`config.mk`:
```
export PLATFORM = sky130hd
export DESIGN_NAME = dmem_store_buffer
export DESIGN_NICKNAME = d
export VERILOG_FILES = /design/src/rtl/dmem_sb_pkg.sv /design/src/rtl/sb_fifo.sv /design/src/rtl/dmem_store_buffer.sv
export SDC_FILE = /design/constraint.sdc
export NUM_CORES = 1
export LEC_CHECK = 0
export ABC_AREA = 1
export ABC_CLOCK_PERIOD_IN_PS = 6350
export BUFFER_PORTS_ARGS = -buffer_cell sky130_fd_sc_hd__buf_2
export CAP_MARGIN = 15
export CORE_ASPECT_RATIO = 2
export CORE_MARGIN = 2
export CORE_UTILIZATION = 59
export CTS_CLUSTER_SIZE = 20
export DETAILED_ROUTE_END_ITERATION = 10
export PLACE_DENSITY = 0.88
export SYNTH_ARGS = -nofsm -noshare
export SYNTH_HDL_FRONTEND = slang
export SYNTH_SLANG_ARGS = --single-unit
```
`constraint.sdc`:
```
create_clock -name clk -period 6.35 [get_ports clk]
set_input_delay 1.27 -clock clk [delete_from_list [all_inputs] [get_ports clk]]
set_output_delay 1.27 -clock clk [all_outputs]
set_load 0.02 [all_outputs]
```
`src/rtl/dmem_sb_pkg.sv`:
```
// Shared types and helpers for the data-memory store buffer.
//   SB_DEPTH    default number of buffered stores
//   SB_ADDR_W   SRAM word-address width
//   sb_entry_t  one buffered store: word address, byte strobes, lane-aligned data
//   byte_merge  overlays the strobed byte lanes of upd onto base
package dmem_sb_pkg;

    localparam int SB_DEPTH  = 4;
    localparam int SB_ADDR_W = 14;

    typedef struct packed {
        logic [SB_ADDR_W-1:0] addr;
        logic [3:0]           strb;
        logic [31:0]          data;
    } sb_entry_t;

    function automatic logic [31:0] byte_merge(input logic [31:0] base,
                                               input logic [31:0] upd,
                                               input logic [3:0]  strb);
        logic [31:0] r;
        r = base;
        for (int b = 0; b < 4; b++) begin
            if (strb[b]) r[8*b +: 8] = upd[8*b +: 8];
        end
        return r;
    endfunction

endpackage

```
`src/rtl/sb_fifo.sv`:
```
// Circular FIFO holding pending stores.
// Build option: DMEM_STORE_FWD_EN adds the compare/age-order ports used for
// load forwarding; without it only the plain FIFO is built.
// Ports:
//   clk, rst        clock, asynchronous active-high reset
//   push_i, pop_i   enqueue push_entry_i at tail / dequeue head (may coincide)
//   head_entry_o    oldest entry
//   count_o         number of valid entries
//   cmp_addr_i      word address to compare against        (forwarding only)
//   match_o[k]      k-th oldest entry is valid and matches   (forwarding only)
//   aged_data_o/aged_strb_o[k]  data/strobes of k-th oldest  (forwarding only)
module sb_fifo
    import dmem_sb_pkg::*;
#(
    parameter  int DEPTH = SB_DEPTH,
    localparam int PTR_W = $clog2(DEPTH),
    localparam int CNT_W = $clog2(DEPTH + 1)
) (
    input  logic                 clk,
    input  logic                 rst,
    input  logic                 push_i,
    input  logic                 pop_i,
    input  sb_entry_t            push_entry_i,
`ifdef DMEM_STORE_FWD_EN
    input  logic [SB_ADDR_W-1:0] cmp_addr_i,
    output logic [DEPTH-1:0]     match_o,
    output logic [31:0]          aged_data_o [DEPTH],
    output logic [3:0]           aged_strb_o [DEPTH],
`endif
    output sb_entry_t            head_entry_o,
    output logic [CNT_W-1:0]     count_o
);

    sb_entry_t        mem_q [DEPTH];
    logic [PTR_W-1:0] head_q, tail_q;
    logic [CNT_W-1:0] count_q, count_d;

    always_comb begin
        count_d = count_q;
        if (push_i && !pop_i)      count_d = count_q + CNT_W'(1);
        else if (pop_i && !push_i) count_d = count_q - CNT_W'(1);
    end

    always_ff @(posedge clk or posedge rst) begin
        if (rst) begin
            head_q  <= '0;
            tail_q  <= '0;
            count_q <= '0;
        end else begin
            if (push_i) tail_q <= tail_q + PTR_W'(1);
            if (pop_i)  head_q <= head_q + PTR_W'(1);
            count_q <= count_d;
        end
    end

    // Storage is qualified by count, so it needs no reset.
    always_ff @(posedge clk) begin
        if (push_i) mem_q[tail_q] <= push_entry_i;
    end

    assign head_entry_o = mem_q[head_q];
    assign count_o      = count_q;

`ifdef DMEM_STORE_FWD_EN
    // Rotate storage into age order (index 0 = oldest) so the consumer can
    // apply matches in ascending order and let the youngest win.
    always_comb begin
        logic [PTR_W-1:0] idx;
        idx = '0;
        for (int k = 0; k < DEPTH; k++) begin
            idx            = head_q + PTR_W'(k);
            aged_data_o[k] = mem_q[idx].data;
            aged_strb_o[k] = mem_q[idx].strb;
            match_o[k]     = (CNT_W'(k) < count_q) && (mem_q[idx].addr == cmp_addr_i);
        end
    end
`endif

endmodule

```
`src/rtl/dmem_store_buffer.sv`:
```
// Store buffer between the RV32 core data port and a single-port sync SRAM.
// Stores are queued and drained in idle cycles; loads take the SRAM port first.
// Build option: DMEM_STORE_FWD_EN -- loads are byte-merged with pending stores
// and never wait; without it a load waits until the buffer has drained.
// Ports:
//   clk, rst                          clock, asynchronous active-high reset
//   cpu_addr/cpu_wstrb/cpu_wdata      store request (wstrb != 0) / load address
//   cpu_rd                            load request
//   cpu_rdata, cpu_rvalid             load result, one cycle after acceptance
//   cpu_stall                         request not accepted, core holds and retries
//   sb_empty                          no pending stores
//   mem_en/mem_we/mem_addr/mem_wdata  SRAM command (combinational)
//   mem_rdata                         SRAM read data, one cycle after a read
module dmem_store_buffer
    import dmem_sb_pkg::*;
#(
    parameter int DEPTH  = SB_DEPTH,
    parameter int ADDR_W = SB_ADDR_W
) (
    input  logic              clk,
    input  logic              rst,
    input  logic [31:0]       cpu_addr,
    input  logic [3:0]        cpu_wstrb,
    input  logic [31:0]       cpu_wdata,
    input  logic              cpu_rd,
    output logic [31:0]       cpu_rdata,
    output logic              cpu_rvalid,
    output logic              cpu_stall,
    output logic              sb_empty,
    output logic              mem_en,
    output logic [3:0]        mem_we,
    output logic [ADDR_W-1:0] mem_addr,
    output logic [31:0]       mem_wdata,
    input  logic [31:0]       mem_rdata
);

    localparam int CNT_W = $clog2(DEPTH + 1);

    logic             st_req, full, push, pop, load_issue;
    logic [CNT_W-1:0] count;
    logic [ADDR_W-1:0] word_addr;
    sb_entry_t        new_entry, head_entry;
    logic             rvalid_q;
    logic             unused_addr_bits;

    assign unused_addr_bits = ^{cpu_addr[31:ADDR_W+2], cpu_addr[1:0]};

    assign word_addr = cpu_addr[ADDR_W+1:2];
    assign st_req    = (cpu_wstrb != 4'b0);
    assign full      = (count == CNT_W'(DEPTH));
    assign sb_empty  = (count == '0);

    // A stall rejects the whole request (load and store alike), so a retried
    // request is never half-applied.
`ifdef DMEM_STORE_FWD_EN
    assign cpu_stall = st_req && full;
`else
    assign cpu_stall = (st_req && full) || (cpu_rd && !sb_empty);
`endif

    assign load_issue = cpu_rd && !cpu_stall && !rst;
    assign push       = st_req && !cpu_stall;
    assign pop        = !sb_empty && !load_issue;

    assign new_entry.addr = word_addr;
    assign new_entry.strb = cpu_wstrb;
    assign new_entry.data = cpu_wdata;

`ifdef DMEM_STORE_FWD_EN
    logic [DEPTH-1:0] match;
    logic [31:0]      aged_data [DEPTH];
    logic [3:0]       aged_strb [DEPTH];
    logic [31:0]      fwd_data_d, fwd_data_q;
    logic [3:0]       fwd_mask_d, fwd_mask_q;
`endif

    sb_fifo #(.DEPTH(DEPTH)) u_fifo (
        .clk          (clk),
        .rst          (rst),
        .push_i       (push),
        .pop_i        (pop),
        .push_entry_i (new_entry),
`ifdef DMEM_STORE_FWD_EN
        .cmp_addr_i   (word_addr),
        .match_o      (match),
        .aged_data_o  (aged_data),
        .aged_strb_o  (aged_strb),
`endif
        .head_entry_o (head_entry),
        .count_o      (count)
    );

    always_comb begin
        mem_en    = 1'b0;
        mem_we    = 4'b0;
        mem_addr  = '0;
        mem_wdata = '0;
        if (load_issue) begin
            mem_en   = 1'b1;
            mem_addr = word_addr;
        end else if (pop) begin
            mem_en    = 1'b1;
            mem_we    = head_entry.strb;
            mem_addr  = ADDR_W'(head_entry.addr);
            mem_wdata = head_entry.data;
        end
    end

    always_ff @(posedge clk or posedge rst) begin
        if (rst) rvalid_q <= 1'b0;
        else     rvalid_q <= load_issue;
    end

    assign cpu_rvalid = rvalid_q;

`ifdef DMEM_STORE_FWD_EN
    // Overlay matching entries oldest first so the youngest store wins a lane.
    always_comb begin
        fwd_data_d = '0;
        fwd_mask_d = '0;
        for (int k = 0; k < DEPTH; k++) begin
            if (match[k]) begin
                fwd_data_d = byte_merge(fwd_data_d, aged_data[k], aged_strb[k]);
                fwd_mask_d = fwd_mask_d | aged_strb[k];
            end
        end
    end

    // Snapshot at issue: a drain in the SRAM-read cycle must not change the result.
    always_ff @(posedge clk or posedge rst) begin
        if (rst) begin
            fwd_data_q <= '0;
            fwd_mask_q <= '0;
        end else if (load_issue) begin
            fwd_data_q <= fwd_data_d;
            fwd_mask_q <= fwd_mask_d;
        end
    end

    assign cpu_rdata = rvalid_q ? byte_merge(mem_rdata, fwd_data_q, fwd_mask_q) : 32'h0;
`else
    assign cpu_rdata = rvalid_q ? mem_rdata : 32'h0;
`endif

endmodule
```
==> results of run 1 <==
[sequential cells by signal, indices dropped and copies added, names as in the netlist]
register,flops
u_fifo.head_q,2
u_fifo.count_o,3
cpu_rvalid,1
u_fifo.tail_q,2
u_fifo.mem_q,200
[final cells by class]
cell class / count / area share
flip-flops and latches: 208 / 0.589
multi-input cells: 483 / 0.199
repair buffers: 178 / 0.0864
clock buffers: 24 / 0.0478
inverters: 125 / 0.0446
well taps: 195 / 0.0231
clock inverters: 8 / 0.00973
diodes: 2 / 0.000475
[cell families (layout without fill, tap and decap cells)]
| family | after synthesis | after routing | share of synthesized area |
|---|---|---|---|
| flip-flops | 208 | 208 | 0.694 |
| AO/OA/AOI/OAI | 40 | 40 | 0.0224 |
| AND/OR/NAND/NOR | 433 | 433 | 0.195 |
| buffers and inverters | 166 | 335 | 0.0746 |
| XOR/XNOR | 4 | 4 | 0.00392 |
| adder cells (fa/ha/maj) | 6 | 6 | 0.00924 |
| other | 0 | 2 | 0 |
[Yosys cell counts, drive strengths merged]
master,number
a21oi,37
xor2,3
o21ai,3
nor2,7
clkinv,1
xnor2,1
ha,5
fa,1
buf,22
edfxtp,200
nand2,343
inv,124
clkbuf,19
dfrtp,8
nand3,83
[worst min path at each step]
stage	from	endpoint	slack [ps]	depth (start not counted)
after detailed placement	u_fifo.tail_q[1]	u_fifo.tail_q[1]	530	2
after CTS	u_fifo.tail_q[1]	u_fifo.tail_q[1]	550	2
after global routing	u_fifo.tail_q[1]	u_fifo.tail_q[1]	580	2
after global placement	u_fifo.tail_q[0]	u_fifo.tail_q[0]	520	2
final	u_fifo.tail_q[1]	u_fifo.tail_q[1]	550	2
after floorplan	u_fifo.tail_q[1]	u_fifo.tail_q[1]	490	2
[layer usage]
metal,vias up,share of wire,GRT usage
li1,3065,-,-
met1,2981,0.34,0.231
met3,45,0.068,0.0317
met5,-,0,0
met2,288,0.56,0.452
met4,0,0.029,0.0991
[worst max-delay path, stage by stage (launching register included)]
cell      delay [ps]
dfrtp_4          410
clkinv_2         720
buf_4            570
nand2_1          110
nand3_1           70
a21oi_1          260
buf_2            210
[power by group]
| group | switching, mW | internal [mW] |
|---|---|---|
| Clock | 0.463 | 0.646 |
| Sequential | 0.0888 | 1.86 |
| Combinational | 1.56 | 0.620 |
| Total | 2.11 | 3.13 |
[per-stage QoR]
stage / area (um2) / util
5_1_grt: 10500 / 0.711
6_report: 10500 / 0.711
2_1_floorplan: 8940 / -
3_3_place_gp: 9930 / 0.670
4_1_cts: 10500 / 0.711
3_5_place_dp: 9930 / 0.670
==> flow_summary.ini, run 1 <==
[synthesis]
syn_inst = 857
yosysTopAreaCell = edfxtp_1
ys_types = 21
netlist_top_cells_area = edfxtp_1, nand2_1, inv_1
synth_seq_cells = 208
syn_avg_cell_area_um2 = 10.4
ys_warn_count = 0
synth_top_cell_area_share = 0.672
syn_nets = 966
seq_area_frac_synth = 0.694
syn_area_um2 = 8940

[worst_hold_path]
hold_class = reg2reg

[sta]
tns_ps = 0
maxSlewViolCount = 0
max_freq_mhz = 243
fin_skew_ps = 15.4
period_share = 0.647
hold_viol = 0
finalSetupViolCount = 0
whs_ps = 551
grt_setup_unrepaired = no
worst_pin_slew_ps = 1080
slew_headroom = 0.277
setup_ws_ps = 2240
finalCriticalPeriod_ps = 4110

[worst_setup_path]
endpoint = mem_wdata[21]
end_kind = output pin
crit_path_start_kind = flop
reg2reg_to = u_fifo.mem_q[2][18]
reg2reg_depth = 6
path_max_fanout = 67
worst_r2r_startpoint = u_fifo.count_o[0]
worst-setup-path-type = reg2out
worstPathRequired_ps = 5080
worstPathArrival_ps = 2840
crit_start = u_fifo.head_q[0]
ff2ff_setup_slack_ps = 3400

[clock_network]
insertion_delay_ps = 480
cts_sinks = 208
postCtsSetupBuffers = 0
clockBufferDepth = 3
cts_resized = 0
cts.reportedPaths.clkPinSlew_ps = 70
cts_made_buffers = 18
root_buffer = clkbuf_16
holdBufCountCts = 0
tritoncts = built
htreeDepth = 1

[placement]
io_buffers = 170
dpl.hpwl_mm = 11.5
dp_cells = 1189
pre_cts_ws_ps = 2740
place.gp.congestion = 0.763

[floorplan]
core.rowCount = 63
start_util = 0.603
die_x_um = 91.0
core_area_um2 = 14800
die_h_um = 178
ioPinCount = 189
design.die.area_um2 = 16200

[route]
wl_mm = 19.2
drt_iter0_drc = 351
drc = 0
num_vias = 6379
wl_per_cell_um = 15.7
drtAntennaViolNets = 0
via_per_inst = 5.22
dr.pass1.iters = 7

[pwr]
total_power_mw = 5.24
power_leakage_nw = 4.92
peakVddDrop_uv = 494
cellPowerDensity_nw_per_um2 = 497

[global_route]
gr-total-overflow = 0
grt_max_degree = 103
grt_pass1_vias = 6067
grt_antenna_before_repair = 1
grt_use_total = 0.228
grt_first_pass_wirelength_mm = 28.9

[cells_and_area]
fillers = 1020
mostFrequentLayoutCells = nand2_1, edfxtp_1, buf_2
layout_commonest_cell = nand2_1
drive_gt1_frac = 0.211
syn_to_final_growth_pct = 18.0
final_cells = 1223
regArea_um2 = 6210
multi_input_area_um2 = 2090
num-nets-final = 1123

[flow_run]
maxCapViolations = 0

[status]
status = completed
(Power assumes the default switching activity.)
==> run 2, diff against run 1 <==
--- a/config.mk
+++ b/config.mk
@@ -5,16 +5,16 @@
 export SDC_FILE = /design/constraint.sdc
 export NUM_CORES = 1
 export LEC_CHECK = 0
-export ABC_AREA = 1
-export ABC_CLOCK_PERIOD_IN_PS = 6350
+export ABC_AREA = 0
+export ABC_CLOCK_PERIOD_IN_PS = 3400
 export BUFFER_PORTS_ARGS = -buffer_cell sky130_fd_sc_hd__buf_2
 export CAP_MARGIN = 15
 export CORE_ASPECT_RATIO = 2
 export CORE_MARGIN = 2
-export CORE_UTILIZATION = 59
+export CORE_UTILIZATION = 49
 export CTS_CLUSTER_SIZE = 20
 export DETAILED_ROUTE_END_ITERATION = 10
-export PLACE_DENSITY = 0.88
+export PLACE_DENSITY = 0.79
 export SYNTH_ARGS = -nofsm -noshare
 export SYNTH_HDL_FRONTEND = slang
 export SYNTH_SLANG_ARGS = --single-unit
==> constraint.sdc (replaced) <==
create_clock -name clk -period 3.4 [get_ports clk]
set_input_delay 0.68 -clock clk [delete_from_list [all_inputs] [get_ports clk]]
set_output_delay 0.68 -clock clk [all_outputs]
set_load 0.02 [all_outputs]
==> run 2 against run 1 <==
- routed wire length decreased by 16%
- non-clock buffer count up 7
- highest routed layer unchanged
- core utilization down 10 points
- die area grew 11%
- critical path type unchanged
- first-iteration DRC count is 49% lower
==> flow_summary.ini, run 2 <==
[status]
status = completed

[clock_network]
clockBufferDepth = 3
tritoncts = built
cts_made_buffers = 18
htreeDepth = 1
postCtsSetupBuffers = 0
holdBufCountCts = 0
cts_resized = 0
cts.reportedPaths.clkPinSlew_ps = 70
insertion_delay_ps = 470
cts_sinks = 208
root_buffer = clkbuf_16

[synthesis]
synth_edf_count = 200
synth_seq_cells = 208
yosysTopAreaCell = edfxtp_1
netlist_top_cells_area = edfxtp_1, mux4_2, and2_1
syn_area_um2 = 8290
async_flop_share = 0.0385
synth_most_common_cell = edfxtp_1
seq_area_frac_synth = 0.749
syn_nets = 506
syn_avg_cell_area_um2 = 20.9
synth_ff_type = edfxtp_1
ys_types = 27
synth_top_cell_area_share = 0.725
ys_top_cells_by_count = edfxtp_1, and2_1, mux4_2
ys_warn_count = 0
syn_inst = 397

[sta]
setup_ws_ps = 206
hold_viol = 0
slew_headroom = 0.597
max_freq_mhz = 313
tns_ps = 0
period_share = 0.940
finalSetupViolCount = 0
fin_skew_ps = 10.1
grt_setup_unrepaired = no
finalCriticalPeriod_ps = 3190
worst_pin_slew_ps = 604
whs_ps = 157
maxSlewViolCount = 0

[cells_and_area]
num_antenna_cells = 0
syn_to_final_growth_pct = 22.2
num-nets-final = 688
drive_gt1_frac = 0.481
layout_commonest_cell = edfxtp_1
mostFrequentLayoutCells = edfxtp_1, buf_2, and2_1
largest_reg_flops = 200
final_cells = 798
final_util = 0.607
top_register = u_fifo.mem_q
design_area_um2 = 10100

[floorplan]
ioPinCount = 189
die_h_um = 188
core.rowCount = 67
start_util = 0.497
design.die.area_um2 = 18000
die_x_um = 96.0
core_area_um2 = 16700

[worst_setup_path]
worst_r2r_startpoint = u_fifo.count_o[0]
ff2ff_setup_slack_ps = 660
end_kind = output pin
worstPathArrival_ps = 2510
reg2reg_depth = 8
worst-setup-path-type = reg2out
crit_path_start_kind = flop
worstPathRequired_ps = 2720
reg2reg_to = u_fifo.count_o[2]
path_max_fanout = 17

[placement]
placed_area_um2 = 9480
dpl.hpwl_mm = 10.9
io_buffers = 170
pre_cts_ws_ps = 643
place.gp.congestion = 0.739
dp_cells = 766

[global_route]
grt_use_met3 = 0.0225
grt_first_pass_wirelength_mm = 24.3
grt_pass1_vias = 4594
grt_use_total = 0.182
grt_max_degree = 40
grt_antenna_before_repair = 0
grt_busiest_layer = met2
use_met2 = 0.346
use_met1 = 0.203
gr-total-overflow = 0

[pwr]
power_leakage_nw = 3.79
total_power_mw = 9.49
peakVddDrop_uv = 670
cellPowerDensity_nw_per_um2 = 937

[route]
via_per_inst = 5.37
drc = 0
wl_mm = 16.0
drt_iter0_drc = 180
num_vias = 4282
wl_per_cell_um = 20.1
drtAntennaViolNets = 0
dr.pass1.iters = 4

[worst_hold_path]
hold_class = in2async

[flow_run]
maxCapViolations = 0
[run 2: changes by cell type after synthesis, sizes merged, moves of 13 or more]
cell and change:
a22o +14, and2 +72, nand2 -342, nand3 -83
buf -13, mux4 +50, a21oi -36, inv -118
[run 2: logic make-up (layout without fill, tap and decap cells)]
group / after synthesis / in the layout / share of synthesized area
DFF: 208 / 208 / 0.749
and+or+nand+nor: 79 / 79 / 0.0590
muxes: 52 / 52 / 0.139
buffers and inverters: 29 / 223 / 0.0184
AOI/OAI and AO/OA: 17 / 17 / 0.0189
adders and majority gates: 6 / 6 / 0.00996
xor gates and xnor gates: 6 / 6 / 0.00634
[run 2: layout make-up]
type / count / area (um2)
fillers: 1205 / 6550
flip-flops and latches: 208 / 6210
multi-input cells: 160 / 1940
repair buffers: 185 / 1050
clock buffers: 23 / 510
well taps: 207 / 259
clock inverters: 9 / 134
inverters: 6 / 27.5
[run 2: where the power goes]
| part | total, mW | internal [mW] | leakage [nW] | switching, mW |
|---|---|---|---|---|
| Clock | 2.16 | 1.30 | 0.314 | 0.857 |
| Combinational | 3.54 | 1.59 | 1.55 | 1.95 |
| Sequential | 3.79 | 3.50 | 1.92 | 0.293 |
[run 2: how the worst max path moves through the flow]
stage / from / to / slack [ps]
after global placement: u_fifo.count_o[0] / u_fifo.mem_q[1][12] / 690
final: u_fifo.count_o[0] / mem_addr[13] / 210
after global routing: u_fifo.count_o[0] / mem_addr[13] / 20
after detailed placement: u_fifo.count_o[0] / u_fifo.count_o[2] / 640
after floorplan: u_fifo.count_o[0] / u_fifo.mem_q[0][0] / 550
after CTS: u_fifo.count_o[0] / mem_addr[13] / 150
[run 2: layer usage]
metal	part of all wire	routed length (um)
met5	0	0
met4	0.022	360
met3	0.055	882
met2	0.58	9260
met1	0.34	5530
[run 2: critical path, cell delays in order (launching register included)]
cell	delay (ps)
dfrtp_1	450
or3_2	720
inv_6	130
and3_1	150
buf_4	230
a22o_1	190
buf_2	170
==> run 3, diff against run 2 <==
==> constraint.sdc (replaced) <==
create_clock -name clk -period 3.4 [get_ports clk]
set_input_delay 0.17 -clock clk [delete_from_list [all_inputs] [get_ports clk]]
set_output_delay 0.17 -clock clk [all_outputs]
set_load 0.02 [all_outputs]
==> run 3 against run 2 <==
- worst hold slack better by 66 ps
- sequential power increased by 1%
- critical path depth down 1
- global-route usage up 1.2 points
- core utilization up 1.8 points
- combinational power hardly changed
- count of clock-buffer cells in the layout rose by 4
- sequential share of layout area is 1.8 points lower
- clock power is 18% lower
- die area did not move
- clock skew rose by 1.1 ps
- power down 3.6%
- critical endpoint is now mem_addr[3]
==> flow_summary.ini, run 3 (same netlist as run 2, synthesis figures left out) <==
[placement]
io_buffers = 170
dpl.hpwl_mm = 11.1
place.gp.congestion = 0.718
pre_cts_ws_ps = 579

[floorplan]
ioPinCount = 189
die_x_um = 96.0
core.rowCount = 67
core_area_um2 = 16700
design.die.area_um2 = 18000
die_h_um = 188
start_util = 0.497

[clock_network]
insertion_delay_ps = 460
cts_sinks = 208
tritoncts = built
holdBufCountCts = 51
root_buffer = clkbuf_16
postCtsSetupBuffers = 0
cts_resized = 0
cts_made_buffers = 17
cts.reportedPaths.clkPinSlew_ps = 70
clockBufferDepth = 3
htreeDepth = 1

[sta]
setup_ws_ps = 359
period_share = 0.894
worst_pin_slew_ps = 712
finalSetupViolCount = 0
max_freq_mhz = 329
fin_skew_ps = 11.2
tns_ps = 0
hold_viol = 0
finalCriticalPeriod_ps = 3040
grt_setup_unrepaired = no
slew_headroom = 0.525
maxSlewViolCount = 0

[worst_setup_path]
end_kind = output pin
worst-setup-path-type = reg2out
worstPathArrival_ps = 2870
path_cells = or3_2, inv_6, and3_1, a22o_1, buf_2
cpPeakStageDelay_ps = 730
path_max_fanout = 18
crit_family = simple AND/OR/NAND/NOR gates
worstPathRequired_ps = 3230
crit_path_top_delay_cell = or3_2
cp_num_buf_inv = 2
crit_path_start_kind = flop

[route]
wl_mm = 17.3
drt_iter0_drc = 212
wl_per_cell_um = 20.5
met1Wirelength_mm = 6.05
dr.pass1.iters = 4
met2_length_mm = 10.0
via_per_inst = 5.41
drc = 0
dr_wl_met3_um = 893
num_vias = 4558
top_layer = met4
drtAntennaViolNets = 0

[cells_and_area]
num_antenna_cells = 0
syn_to_final_growth_pct = 25.9
layout_commonest_cell = edfxtp_1
top_register = u_fifo.mem_q
drive_gt1_frac = 0.425
largest_reg_flops = 200
num-nets-final = 735
mostFrequentLayoutCells = edfxtp_1, buf_2, and2_1

[global_route]
grt_first_pass_wirelength_mm = 26.1
grt_use_total = 0.194
grt_max_degree = 39
grt_pass1_vias = 4814
grt_antenna_before_repair = 0
gr-total-overflow = 0

[status]
status = completed

[flow_run]
maxCapViolations = 0

[worst_hold_path]
hold_class = in2async

[pwr]
peakVddDrop_uv = 587
cellPowerDensity_nw_per_um2 = 878
power_leakage_nw = 3.90
total_power_mw = 9.15
run 3: path summary, 6_finish.rpt:
check / depth (start not counted) / slack [ps] / end / startpoint
min: 3 / 220 / u_fifo.head_q[0] / rst
min in group clk: 4 / 270 / u_fifo.tail_q[0] / cpu_rd
max reg2reg: 4 / 600 / u_fifo.mem_q[1][10] / u_fifo.count_o[0]
max in group asynchronous: 3 / 2890 / u_fifo.head_q[0] / rst
max: 5 / 360 / mem_addr[3] / u_fifo.count_o[0]
min reg2reg: 1 / 470 / u_fifo.count_o[2] / u_fifo.count_o[2]
run 3: layout make-up:
cell class,count,area [um2]
clock inverters,2,11.3
flip-flops and latches,208,6210
fillers,1175,6250
inverters,6,27.5
clock buffers,27,473
well taps,207,259
repair buffers,233,1510
multi-input cells,160,1940
run 3: through the flow:
| step | cell area [um2] | util | hold slack (ps) | std cells |
|---|---|---|---|---|
| final | 10400 | 0.625 | 224 | 843 |
| after global routing | 10400 | 0.625 | 248 | 843 |
| after floorplan | 8290 | - | -9.11 | 397 |
| after detailed placement | 9440 | 0.566 | 157 | 763 |
| after global placement | 9440 | 0.566 | 155 | 763 |
| after CTS | 10400 | 0.625 | 226 | 843 |
run 3: metal layers:
layer  GRT usage  vias up
li1            -     2029
met1       0.223     2326
met2       0.370      181
met3      0.0213       22
met4      0.0522        0
met5           0        -
run 3: report_power, final:
group | switching [mW] | leakage (nW) | internal, mW
sequential | 0.327 | 1.92 | 3.50
clock | 0.815 | 0.229 | 0.955
combinational | 1.96 | 1.75 | 1.59
total | 3.11 | 3.90 | 6.05
run 3: worst register-to-register path, cell delays in order, from the launching register on:
cell and delay, ps:
dfrtp_1 440, or3_2 730, a21oi_2 360, and2_2 610, buf_4 340
